==> src/rtl/studio_keypad_scan.sv <==
// Studio II keypad front end: per-key make/break tracking from PS/2 events,
// a CPU-loaded key-select latch and active-low "selected key down" flags.
//   clk_sys   system clock
//   reset     synchronous active-high reset
//   ps2_key   [10] event toggle, [9] pressed, [8] extended, [7:0] scancode
//   io_n      CPU N lines;  io_out  OUT strobe;  cpu_dout  OUT data
//   ef_n      per-pad active-low flag (pad0 -> EF3, pad1 -> EF4)
//   key_sel   select latch
//   key_held  held bitmap, pad p key k at bit p*NUM_KEYS+k
//   key_any   OR of key_held
module studio_keypad_scan #(
   parameter int unsigned NUM_PADS = 2,
   parameter int unsigned NUM_KEYS = 10,
   parameter int unsigned SEL_PORT = 2,
   parameter int unsigned STRETCH  = 4096
) (
   input  logic                         clk_sys,
   input  logic                         reset,
   input  logic [10:0]                  ps2_key,
   input  logic [2:0]                   io_n,
   input  logic                         io_out,
   input  logic [7:0]                   cpu_dout,
   output logic [NUM_PADS-1:0]          ef_n,
   output logic [3:0]                   key_sel,
   output logic [NUM_PADS*NUM_KEYS-1:0] key_held,
   output logic                         key_any
);

   localparam int unsigned HW = NUM_PADS * NUM_KEYS;
   localparam int unsigned IW = (HW > 1) ? $clog2(HW) : 1;
   localparam int unsigned CW = (STRETCH > 2) ? $clog2(STRETCH) : 1;
   localparam logic [CW-1:0] CNT_LOAD = (STRETCH == 0) ? '0 : CW'(STRETCH - 1);
   localparam logic [4:0]    NK5      = 5'(NUM_KEYS);
   localparam logic [2:0]    SEL3     = 3'(SEL_PORT);

   logic                tog_q;
   logic [HW-1:0]       held_q, held_d;
   logic [NUM_PADS-1:0] busy_q, busy_d;
   logic [3:0]          pkey_q [NUM_PADS];
   logic [3:0]          pkey_d [NUM_PADS];
   logic [CW-1:0]       cnt_q  [NUM_PADS];
   logic [CW-1:0]       cnt_d  [NUM_PADS];
   logic [3:0]          sel_d;
   logic [NUM_PADS-1:0] ef_d;

   logic       evt;
   logic       dec_hit;
   logic       dec_pad;
   logic [3:0] dec_key;
   logic       key_ok;
   logic [IW-1:0] pad_base;
   logic [IW-1:0] ev_idx;
   logic       unused_dout;

   assign evt         = ps2_key[10] ^ tog_q;
   assign key_held    = held_q;
   assign unused_dout = ^cpu_dout[7:4];

   // Scancode to {pad, key}; extended bit is part of the match.
   always_comb begin
      dec_hit = 1'b1;
      {dec_pad, dec_key} = 5'h00;
      case (ps2_key[8:0])
         9'h045: {dec_pad, dec_key} = 5'h00;
         9'h016: {dec_pad, dec_key} = 5'h01;
         9'h01E: {dec_pad, dec_key} = 5'h02;
         9'h026: {dec_pad, dec_key} = 5'h03;
         9'h025: {dec_pad, dec_key} = 5'h04;
         9'h02E: {dec_pad, dec_key} = 5'h05;
         9'h036: {dec_pad, dec_key} = 5'h06;
         9'h03D: {dec_pad, dec_key} = 5'h07;
         9'h03E: {dec_pad, dec_key} = 5'h08;
         9'h046: {dec_pad, dec_key} = 5'h09;
         9'h01C: {dec_pad, dec_key} = 5'h0A;
         9'h032: {dec_pad, dec_key} = 5'h0B;
         9'h021: {dec_pad, dec_key} = 5'h0C;
         9'h023: {dec_pad, dec_key} = 5'h0D;
         9'h024: {dec_pad, dec_key} = 5'h0E;
         9'h02B: {dec_pad, dec_key} = 5'h0F;
         9'h070: {dec_pad, dec_key} = 5'h10;
         9'h069: {dec_pad, dec_key} = 5'h11;
         9'h072: {dec_pad, dec_key} = 5'h12;
         9'h07A: {dec_pad, dec_key} = 5'h13;
         9'h06B: {dec_pad, dec_key} = 5'h14;
         9'h073: {dec_pad, dec_key} = 5'h15;
         9'h074: {dec_pad, dec_key} = 5'h16;
         9'h06C: {dec_pad, dec_key} = 5'h17;
         9'h075: {dec_pad, dec_key} = 5'h18;
         9'h07D: {dec_pad, dec_key} = 5'h19;
         9'h14A: {dec_pad, dec_key} = 5'h1A;
         9'h07C: {dec_pad, dec_key} = 5'h1B;
         9'h07B: {dec_pad, dec_key} = 5'h1C;
         9'h079: {dec_pad, dec_key} = 5'h1D;
         9'h071: {dec_pad, dec_key} = 5'h1E;
         9'h15A: {dec_pad, dec_key} = 5'h1F;
         default: dec_hit = 1'b0;
      endcase
   end

   assign key_ok   = dec_hit && ({1'b0, dec_key} < NK5) && ((NUM_PADS > 1) || !dec_pad);
   assign pad_base = dec_pad ? IW'(NUM_KEYS) : IW'(0);
   assign ev_idx   = pad_base + IW'(dec_key);

   // Next state: stretch timers first, then the decoded event, so a make
   // of an expiring key still wins.
   always_comb begin
      held_d = held_q;
      busy_d = busy_q;
      pkey_d = pkey_q;
      cnt_d  = cnt_q;
      sel_d  = key_sel;
      ef_d   = '1;

      for (int p = 0; p < NUM_PADS; p++) begin
         if (busy_q[p]) begin
            if (cnt_q[p] == '0) begin
               held_d[IW'(p * NUM_KEYS) + IW'(pkey_q[p])] = 1'b0;
               busy_d[p] = 1'b0;
            end else begin
               cnt_d[p] = cnt_q[p] - CW'(1);
            end
         end
      end

      if (evt && key_ok) begin
         if (ps2_key[9]) begin
            held_d[ev_idx] = 1'b1;
            if (busy_q[dec_pad] && (pkey_q[dec_pad] == dec_key))
               busy_d[dec_pad] = 1'b0;
         end else if (held_q[ev_idx]) begin
            if (STRETCH == 0) begin
               held_d[ev_idx] = 1'b0;
            end else if (!busy_q[dec_pad] || (pkey_q[dec_pad] != dec_key)) begin
               // a second release on the same pad flushes the older one
               if (busy_q[dec_pad])
                  held_d[pad_base + IW'(pkey_q[dec_pad])] = 1'b0;
               busy_d[dec_pad] = 1'b1;
               pkey_d[dec_pad] = dec_key;
               cnt_d[dec_pad]  = CNT_LOAD;
            end
         end
      end

      if (io_out && (io_n == SEL3))
         sel_d = cpu_dout[3:0];

      // flags follow the registered state, one cycle behind it
      for (int p = 0; p < NUM_PADS; p++) begin
         if ({1'b0, key_sel} < NK5)
            ef_d[p] = ~held_q[IW'(p * NUM_KEYS) + IW'(key_sel)];
      end
   end

   // State registers
   always_ff @(posedge clk_sys) begin
      if (reset) begin
         tog_q   <= ps2_key[10];
         held_q  <= '0;
         busy_q  <= '0;
         for (int p = 0; p < NUM_PADS; p++) begin
            pkey_q[p] <= '0;
            cnt_q[p]  <= '0;
         end
         key_sel <= '0;
         ef_n    <= '1;
         key_any <= 1'b0;
      end else begin
         tog_q   <= ps2_key[10];
         held_q  <= held_d;
         busy_q  <= busy_d;
         pkey_q  <= pkey_d;
         cnt_q   <= cnt_d;
         key_sel <= sel_d;
         ef_n    <= ef_d;
         key_any <= |held_q;
      end
   end

endmodule
==> config.mk <==
export PLATFORM = sky130hd
export DESIGN_NAME = studio_keypad_scan
export DESIGN_NICKNAME = d
export VERILOG_FILES = /design/src/rtl/studio_keypad_scan.sv
export SDC_FILE = /design/constraint.sdc
export NUM_CORES = 1
export LEC_CHECK = 0
export BUFFER_PORTS_ARGS = -buffer_cell sky130_fd_sc_hd__buf_2
export CORE_MARGIN = 8
export CORE_UTILIZATION = 40
export DETAILED_ROUTE_END_ITERATION = 16
export PLACE_DENSITY = 0.64
export SYNTH_ARGS = -nofsm -noshare
export SYNTH_HDL_FRONTEND = slang
export SYNTH_SLANG_ARGS = --single-unit
export TNS_END_PERCENT = 100
==> constraint.sdc <==
create_clock -name clk_sys -period 4.5 [get_ports clk_sys]
set_input_delay 0.225 -clock clk_sys [delete_from_list [all_inputs] [get_ports clk_sys]]
set_output_delay 0.225 -clock clk_sys [all_outputs]
set_load 0.01 [all_outputs]
==> results of run 1 <==
==> how the worst max path moves through the flow <==
stage | to | slack, ns | depth (start not counted)
global route | pkey_q[7] | 0.07 | 16
floorplan | key_held[16] | 0.20 | 16
global placement | pkey_q[7] | 0.15 | 17
detailed placement | pkey_q[7] | 0.05 | 16
CTS | pkey_q[7] | 0.38 | 17
finish | cnt_q[2] | 0.33 | 16
==> through the flow <==
stage                     utilization [%]  total power (µW)  setup WS (ns)  hold slack, ns  cell area (µm²)
after floorplan                         -               660          0.199           0.253             4960
after global placement               43.9               690          0.155           0.353             5290
after detailed placement             43.9               693         0.0462           0.357             5290
after CTS                            46.6              1450          0.382          0.0128             5620
after global routing                 46.6              1480         0.0720          0.0132             5620
final                                46.6              1440          0.334          0.0207             5620
==> power groups by stage <==
stage / Clock (µW) / Combinational (µW) / Sequential (µW)
CTS: 768 / 127 / 555
global route: 791 / 138 / 555
detailed placement: 0 / 127 / 567
global placement: 0 / 124 / 566
floorplan: 0 / 94.8 / 565
finish: 756 / 130 / 555
==> layer usage <==
metal,vias to the layer above,global-route usage [%],part of all wire (%)
li1,2443,-,-
met1,2499,22.0,42
met2,266,30.5,47
met3,43,4.16,8.9
met4,0,6.44,2.2
met5,-,0,0
==> registers in the layout, summed over array words and instances (netlist names) <==
signal and count:
key_held 20, busy_q 2, cnt_q 24, ef_n 2, key_any 1, key_sel 4
tog_q 1, pkey_q 8
==> worst register-to-register path, cell delays in order, from the launching register on <==
cell and delay (ns):
dfxtp_1 0.34, or3_1 0.41, nor4_1 0.41, nand3_1 0.22, or2_2 0.39, or4_1 0.56, o31ai_1 0.21, a21oi_1 0.09
o31a_1 0.15
==> cell type report <==
| type | count | area (µm²) |
|---|---|---|
| Inverter | 16 | 60.1 |
| Timing Repair Buffer | 63 | 355 |
| Clock buffer | 12 | 256 |
| Fill cell | 1189 | 6450 |
| Multi-Input combinational cell | 502 | 3420 |
| Tap cell | 168 | 210 |
| Clock inverter | 3 | 67.6 |
| Sequential cell | 62 | 1240 |
==> layout by cell type (no fill, tap or decap), types with 9 or more instances in the layout <==
cell type  instances
a21oi_1           60
a31oi_1           24
buf_2             47
buf_4             16
clkbuf_16          9
dfxtp_1           62
inv_1             15
mux2i_1           16
mux4_2             9
nand2_1           39
nand2b_1          19
nand3_1           13
nand4_1            9
nor2_1            41
nor3_1            26
nor4_1            25
o21ai_0           25
o21bai_1          14
or3_1             11
xnor2_1           19
==> kinds of logic (layout without fill, tap and decap cells) <==
| family | after synthesis | in the layout | synth area share (%) |
|---|---|---|---|
| xor+xnor | 24 | 24 | 4.24 |
| buf+inv | 62 | 94 | 5.98 |
| flops | 62 | 62 | 25.0 |
| mux | 29 | 29 | 8.52 |
| simple gates | 261 | 261 | 30.6 |
| compound gates | 180 | 180 | 23.7 |
| fa+ha+maj | 8 | 8 | 2.02 |
==> metrics.md, run 1 <==
| Metric | Value |
|---|---|
| Outcome | `completed` |
| First-pass GRT wire length | `24100 µm` |
| Pwr dens | `257 mW/mm²` |
| Clock insertion delay at the later pin of the skew report | `0.33 ns` |
| EDFF count, synth | `0` |
| Crit-path cells | `buf_2, nand2b_1, or4_1, nand3_1, a2111oi_1, and2_1, inv_1, ha_1, ha_1, nor4b_1, a21oi_1, or2_2, o211a_1, nand3_2, buf_4, a31oi_1` |
| Hold_buf cts | `0` |
| FF-to-FF Start | `cnt_q[3]` |
| I/O Buffers | `47` |
| Flop2flop setup slack | `1.60 ns` |
| Die area | `0.0162 mm²` |
| Synth cell types | `77` |
| Origin of the worst min-delay path | `ps2_key[10]` |
| P_int | `1110 µW` |
| Largest fanout on the critical path | `23` |
| Crit-path most repeated cell | `ha_1` |
| Leakage | `0.00213 µW` |
| Nets | `687` |
| Die W | `127 µm` |
| Initial core utilization | `41.1%` |
| Number of global-route vias before repair | `4880` |
| Worst-path clk slew | `0.05 ns` |
| Syn_nets | `659` |
| R2R cell count | `8` |
| Drt drc | `0` |
| Setup Crit Path Kind | `input port to register` |
| Synth top area cells | `dfxtp_1, a21oi_1, mux4_2` |
| Crit path max-delay family | `simple AND/OR/NAND/NOR gates` |
| Most instantiated library cell after synthesis | `dfxtp_1` |
| CTS Buffer Depth | `2` |
| Max Cap Viol | `0` |
| Core area | `0.0121 mm²` |
| Max_slew headroom | `26.4%` |
| Placed cell count | `811` |
| Syn-to-layout area delta | `13.2%` |
| CP max stage cell | `nor4b_1` |
| Dominant synthesized flop cell | `dfxtp_1` |
| Crit path launch type | `input port` |
| Buffers & Inverters on Critical Path | `3` |
| Syn Area/Cell | `7.93 µm²` |
| RSZ-0062 raised after global routing | `false` |
| Die H | `127 µm` |
| Crit end category | `register` |
| Drt first pass iters | `6` |
| Hold Path Sink | `tog_q` |
| Clock root cell | `clkbuf_16` |
| Postcts setup bufs | `0` |
| Synthesis warning total | `0` |
| Slew @ Worst Pin | `1.10 ns` |
| Peak supply drop | `163 µV` |
| Delay of the slowest critical-path stage | `0.42 ns` |
| Reg-to-reg endpoint | `key_held[18]` |
| GPL Wtd Cong | `0.948` |
| Post_cts resized | `0` |
| Mapped Cells | `626` |
| Top post-synthesis cells by count | `dfxtp_1, a21oi_1, nor2_1` |
| Synthesized cell area | `0.00496 mm²` |
| Drt via density | `6.36` |
| Endpoints failing setup | `0` |
| Dpl hpwl | `11000 µm` |
| Gr ovfl total | `0` |
| Non-Filler Instances | `826` |
| Critical Path AT | `4.33 ns` |
| Async S/R FF share, synth | `0%` |
| Routed length per placed instance | `18.4 µm` |
| H-tree Lvls | `3` |
| Clock skew | `0.00504 ns` |
| Period utilization | `92.6%` |
| Largest area contributor in the netlist | `dfxtp_1` |
| Layout cell share with drive strength beyond 1 | `17.2%` |
| Post-synth top area share | `25.0%` |
| Largest net degree at the start of global routing | `62` |
| Vias | `5251` |
| Register share of total power | `38.5%` |
| ANT cells | `0` |
| Net Sw Frac | `22.8%` |
| GRT Total Usage | `18.1%` |
| Clock share of power | `52.5%` |
| Final wirelength | `15200 µm` |
| Row cnt | `40` |
| Final Max Slew Viols | `0` |
| DRT antenna net count | `0` |
| Sink Count | `62` |
| Detailed Route Iter0 Violations | `536` |
| Initial antenna violation count | `0` |
| Hold depth | `1` |
| Sequential fraction of the synthesis area | `25.0%` |
| Worst endpoint required time | `4.66 ns` |
| Final hold violation count | `0` |
| Minimum clock period | `4.17 ns` |
| Hold Crit Class | `input port to register` |
| Combinational share of power | `9.0%` |
| Fmax | `240 MHz` |
| Launch point of the worst path | `ps2_key[2]` |
| Seq cells post-synth | `62` |
| Switching Power | `329 µW` |
| Setup TNS | `0 ns` |
| IO Pins | `52` |
| Total CTS buffers | `9` |
| CTS tree | `built` |
(Power assumes the default switching activity.)
==> run 2: changes to the inputs <==
- CORE_MARGIN: 8 -> 2
==> run 2 against run 1 <==
  * Highest routed layer unchanged
  * Worst setup slack gained 0.062 ns
  * Maximum frequency up 1.5%
  * Hold slack worse by 0.0050 ns
  * Via count shrank 0.97%
  * Cell count fell by 0.24%
  * Die area shrank 18%
  * Sequential cell count unchanged
  * Critical path type unchanged
  * Sequential share of layout area up 0.14 points
  * Register-to-register slack lost 0.13 ns
  * Power fell by 2.8%
  * Cell area shrank 0.65%
==> metrics.md, run 2 (synthesized netlist as in run 1, its figures left out) <==
| Metric | Value |
|---|---|
| RSZ-0062 raised after global routing | `false` |
| Worst-path clk slew | `0.05 ns` |
| Net Sw Frac | `24.6%` |
| Gr ovfl total | `0` |
| Drt via density | `6.31` |
| Largest fanout on the critical path | `25` |
| Slew @ Worst Pin | `1.12 ns` |
| Postcts setup bufs | `0` |
| Register share of total power | `39.6%` |
| Combinational share of power | `9.2%` |
| Max reg flops | `24` |
| Total power | `1400 µW` |
| Final wirelength | `15200 µm` |
| Total CTS buffers | `9` |
| Hold Crit Class | `input port to register` |
| Gr busiest metal | `met2` |
| Most common cell after layout, fill and taps aside | `dfxtp_1` |
| Drt drc | `0` |
| Fmax | `244 MHz` |
| CTS tree | `built` |
| Layout cell share with drive strength beyond 1 | `17.1%` |
| Max_slew headroom | `25.5%` |
| Delay of the slowest critical-path stage | `0.45 ns` |
| Clock skew | `0.00406 ns` |
| GRT Total Usage | `23.2%` |
| M3 GR Usage | `3.58%` |
| Hold_buf cts | `0` |
| Minimum clock period | `4.10 ns` |
| Peak supply drop | `169 µV` |
| Final Max Slew Viols | `0` |
| Outcome | `completed` |
| Row cnt | `40` |
| Max Cap Viol | `0` |
| Setup Crit Path Kind | `input port to register` |
| H-tree Lvls | `3` |
| Met2 Track Usage GR | `38.5%` |
| Routed length per placed instance | `18.5 µm` |
| Die W | `115 µm` |
| P_int | `1060 µW` |
| Final hold violation count | `0` |
| IO Pins | `52` |
| Most flops, register | `cnt_q` |
| Clock insertion delay at the later pin of the skew report | `0.34 ns` |
| Most frequent cells in the layout | `dfxtp_1, a21oi_1, buf_2, nor2_1, nand2_1` |
| Die H | `115 µm` |
| Post_cts resized | `0` |
| DP Area | `0.00527 mm²` |
| Die area | `0.0133 mm²` |
| Design Area, Final | `0.00558 mm²` |
| Core area | `0.0121 mm²` |
| Initial core utilization | `41.1%` |
| Dpl hpwl | `10700 µm` |
| Pwr dens | `251 mW/mm²` |
| Nets | `684` |
| Met1 usage | `30.7%` |
| Switching Power | `344 µW` |
| Syn-to-layout area delta | `12.4%` |
| I/O Buffers | `47` |
| Number of global-route vias before repair | `4817` |
| Endpoints failing setup | `0` |
| Detailed Route Iter0 Violations | `410` |
| Sink Count | `62` |
| Period utilization | `91.2%` |
| Clock root cell | `clkbuf_16` |
| Crit-path cells | `buf_2, nand2b_1, or4_1, nand3_1, a2111oi_1, and2_1, inv_1, ha_1, ha_1, or2_2, a21oi_1, a21oi_1, a211oi_4, buf_4, a31oi_1, nor3b_1` |
| GPL Wtd Cong | `0.974` |
| Leakage | `0.00211 µW` |
| Crit path launch type | `input port` |
| Crit end category | `register` |
| Worst endpoint required time | `4.74 ns` |
| DRT antenna net count | `0` |
| CTS Buffer Depth | `2` |
| Initial antenna violation count | `0` |
| First-pass GRT wire length | `24600 µm` |
| Drt first pass iters | `7` |
| Critical Path AT | `4.34 ns` |
| Vias | `5200` |
| Setup TNS | `0 ns` |
| ANT cells | `0` |
| Clock share of power | `51.2%` |
| Fin util | `46.3%` |
| CP max stage cell | `a21oi_1` |
| Largest net degree at the start of global routing | `62` |
## run 2: cell types whose count changed in the layout (fill, tap and decap cells not counted), sizes merged
| cell | delta |
|---|---|
| clkinv | +4 |
| buf | -3 |
| bufinv | -1 |
| clkbuf | -1 |
| clkinvlp | -1 |
## run 2: stage by stage
step / cells / hold WS [ns] / setup slack, ns
6_report: 824 / 0.0157 / 0.396
5_1_grt: 824 / 0.0162 / 0.0944
4_1_cts: 824 / 0.0164 / 0.483
3_5_place_dp: 808 / 0.358 / 0.148
3_3_place_gp: 808 / 0.353 / 0.224
2_1_floorplan: 626 / 0.253 / 0.199
## run 2: layout make-up
class                   count  area, µm²
fillers                  1208       6480
multi-input cells         502       3420
flip-flops and latches     62       1240
repair buffers             60        333
clock buffers              11        253
well taps                 168        210
inverters                  16       60.1
clock inverters             5       57.6
## run 2: metal layers
layer  share of wire [%]  wire (µm)  vias up
met1                  42       6450     2481
met5                   0          0        -
li1                    -          -     2444
met3                 7.9       1200       34
met2                  47       7240      241
met4                 2.3        354        0
## run 2: worst max-delay path: cells and delay by family
kind,cells,cell delay (ns)
simple gates,6,1.39
buf+inv,3,0.73
fa+ha+maj,2,0.49
compound gates,5,1.50
## run 2: power by group through the flow
stage	Sequential (µW)	Clock, µW	Combinational (µW)
after floorplan	565	0	94.8
after global placement	567	0	124
after detailed placement	567	0	126
after CTS	555	722	127
after global routing	555	752	140
final	555	717	129
## run 2: final timing paths
| kind | startpoint | to | cells past startpoint | slack [ns] |
|---|---|---|---|---|
| setup / recovery | ps2_key[2] | pkey_q[6] | 16 | 0.40 |
| hold / removal | ps2_key[10] | tog_q | 1 | 0.02 |
| setup reg to reg | cnt_q[3] | key_held[17] | 8 | 1.47 |
| hold reg to reg | cnt_q[10] | cnt_q[10] | 2 | 0.53 |
==> run 3: changes to the inputs <==
- PLACE_DENSITY: 0.64 -> 0.62
- clock period: 4.5 -> 4.7 ns (I/O delays scaled with it)
==> run 3 against run 2 <==
  * Die area is the same
  * Critical path type unchanged
  * Utilization shrank 0.34 points
  * Largest cell class unchanged
  * Sequential share of layout area grew 0.17 points
  * Wire length down 1.5%
  * Non-clock buffer count shrank 1
  * Highest routed layer unchanged
  * Power down 9.3%
  * Combinational power decreased by 5%
==> metrics.md, run 3 (synthesized netlist as in run 1, its figures left out) <==
| Metric | Value |
|---|---|
| Drt first pass iters | `5` |
| Syn-to-layout area delta | `11.6%` |
| Die W | `115 µm` |
| Hold Path Sink | `tog_q` |
| Die H | `115 µm` |
| Routed length per placed instance | `18.3 µm` |
| Dpl hpwl | `10700 µm` |
| Final WS setup | `0.506 ns` |
| Hold depth | `1` |
| Max reg flops | `24` |
| Drt via density | `6.19` |
| Most frequent cells in the layout | `dfxtp_1, a21oi_1, buf_2, nor2_1, nand2_1` |
| ANT cells | `0` |
| Most common cell after layout, fill and taps aside | `dfxtp_1` |
| Final Max Slew Viols | `0` |
| Final hold violation count | `0` |
| Clock root cell | `clkbuf_16` |
| First-pass GRT wire length | `23700 µm` |
| DRT antenna net count | `0` |
| Hold Crit Class | `input port to register` |
| FF-to-FF Start | `cnt_q[3]` |
| Post_cts resized | `0` |
| Max Cap Viol | `0` |
| Pwr dens | `229 mW/mm²` |
| Number of global-route vias before repair | `4652` |
| Reg-to-reg endpoint | `key_held[18]` |
| Die area | `0.0133 mm²` |
| Detailed Route Iter0 Violations | `418` |
| Largest fanout on the critical path | `23` |
| Placed cell count | `807` |
| R2R cell count | `8` |
| GPL Wtd Cong | `0.934` |
| Peak supply drop | `181 µV` |
| FF/Latch Area | `0.00124 mm²` |
| Minimum clock period | `4.19 ns` |
| Endpoints failing setup | `0` |
| Final wirelength | `15000 µm` |
| Period utilization | `89.2%` |
| Origin of the worst min-delay path | `ps2_key[10]` |
| Hold_buf cts | `0` |
| Layout cell share with drive strength beyond 1 | `16.7%` |
| Clock insertion delay at the later pin of the skew report | `0.33 ns` |
| GRT Total Usage | `22.5%` |
| Fmax | `238 MHz` |
| Slew @ Worst Pin | `1.12 ns` |
| Most flops, register | `cnt_q` |
| Nets | `683` |
| Vias | `5086` |
| Gr ovfl total | `0` |
| Clock skew | `0.00321 ns` |
| Crit end category | `register` |
| Worst-path clk slew | `0.05 ns` |
| Max_slew headroom | `25.5%` |
| Crit path launch type | `input port` |
| Drt drc | `0` |
| Core area | `0.0121 mm²` |
| Critical Path AT | `4.43 ns` |
| Pre-CTS setup slack | `0.241 ns` |
| Fillcell total | `1212` |
| RSZ-0062 raised after global routing | `false` |
| Worst endpoint required time | `4.94 ns` |
| Postcts setup bufs | `0` |
| IO Pins | `52` |
| H-tree Lvls | `3` |
| Row cnt | `40` |
| Outcome | `completed` |
| Largest net degree at the start of global routing | `62` |
| Leakage | `0.00209 µW` |
| Initial core utilization | `41.1%` |
| Setup TNS | `0 ns` |
| Setup Crit Path Kind | `input port to register` |
| CTS Buffer Depth | `2` |
| Non-Filler Instances | `822` |
| Total CTS buffers | `9` |
| Area of the multi-input gates | `0.00342 mm²` |
| I/O Buffers | `47` |
| Initial antenna violation count | `0` |
| Sink Count | `62` |
| Flop2flop setup slack | `1.78 ns` |
| CTS tree | `built` |
-- run 3: cell types whose count changed in the layout (fill, tap and decap cells not counted), sizes merged --
cell | before | now
clkinvlp | 0 | 2
clkbuf | 11 | 12
buf | 60 | 59
bufinv | 1 | 0
clkinv | 4 | 1
-- run 3: report_power, final --
group | leakage, µW | internal, µW | switching (µW)
combinational | 0.00146 | 44.7 | 78.0
clock | 0.000131 | 381 | 235
sequential | 0.000500 | 528 | 3.43
-- run 3: per-stage QoR --
stage | hold slack (ns) | utilization [%] | power (µW) | area (µm²)
CTS | 0.0188 | 45.9 | 1280 | 5540
detailed placement | 0.367 | 43.6 | 663 | 5260
floorplan | 0.263 | - | 631 | 4960
global placement | 0.363 | 43.6 | 660 | 5260
finish | 0.0272 | 45.9 | 1270 | 5540
global route | 0.0243 | 45.9 | 1310 | 5540
-- run 3: metal layers --
| layer | vias to the layer above | share of wire [%] | wire length (µm) | global-route usage, % |
|---|---|---|---|---|
| li1 | 2428 | - | - | - |
| met1 | 2418 | 44 | 6570 | 29.1 |
| met2 | 202 | 46 | 6970 | 36.6 |
| met3 | 38 | 6.9 | 1030 | 3.95 |
| met4 | 0 | 3.0 | 445 | 10.5 |
| met5 | - | 0 | 0 | 0 |
-- run 3: worst max-delay path by stage --
stage	slack, ns	end	startpoint	cells after the start
2_1_floorplan	0.39	key_held[16]	ps2_key[8]	16
3_3_place_gp	0.32	pkey_q[7]	ps2_key[2]	15
3_5_place_dp	0.24	pkey_q[7]	ps2_key[3]	15
4_1_cts	0.59	pkey_q[7]	ps2_key[3]	15
5_1_grt	0.20	pkey_q[7]	ps2_key[2]	15
6_report	0.51	pkey_q[7]	ps2_key[3]	15
-- run 3: critical path: stages --
cell	delay, ns
buf_2	0.34
nand2_1	0.15
mux2_2	0.31
o31ai_1	0.64
nor2_2	0.07
inv_1	0.22
ha_1	0.28
ha_1	0.30
nand2b_1	0.15
nand2b_1	0.14
o31ai_1	0.09
a2111o_1	0.43
a211oi_4	0.38
nand3_2	0.35
a211oi_1	0.33
-- run 3: layout make-up --
| type | count | area share (%) |
|---|---|---|
| Tap cell | 168 | 3.80 |
| Clock inverter | 3 | 0.362 |
| Timing Repair Buffer | 59 | 5.87 |
| Inverter | 16 | 1.08 |
| Sequential cell | 62 | 22.4 |
| Clock buffer | 12 | 4.63 |
| Multi-Input combinational cell | 502 | 61.8 |
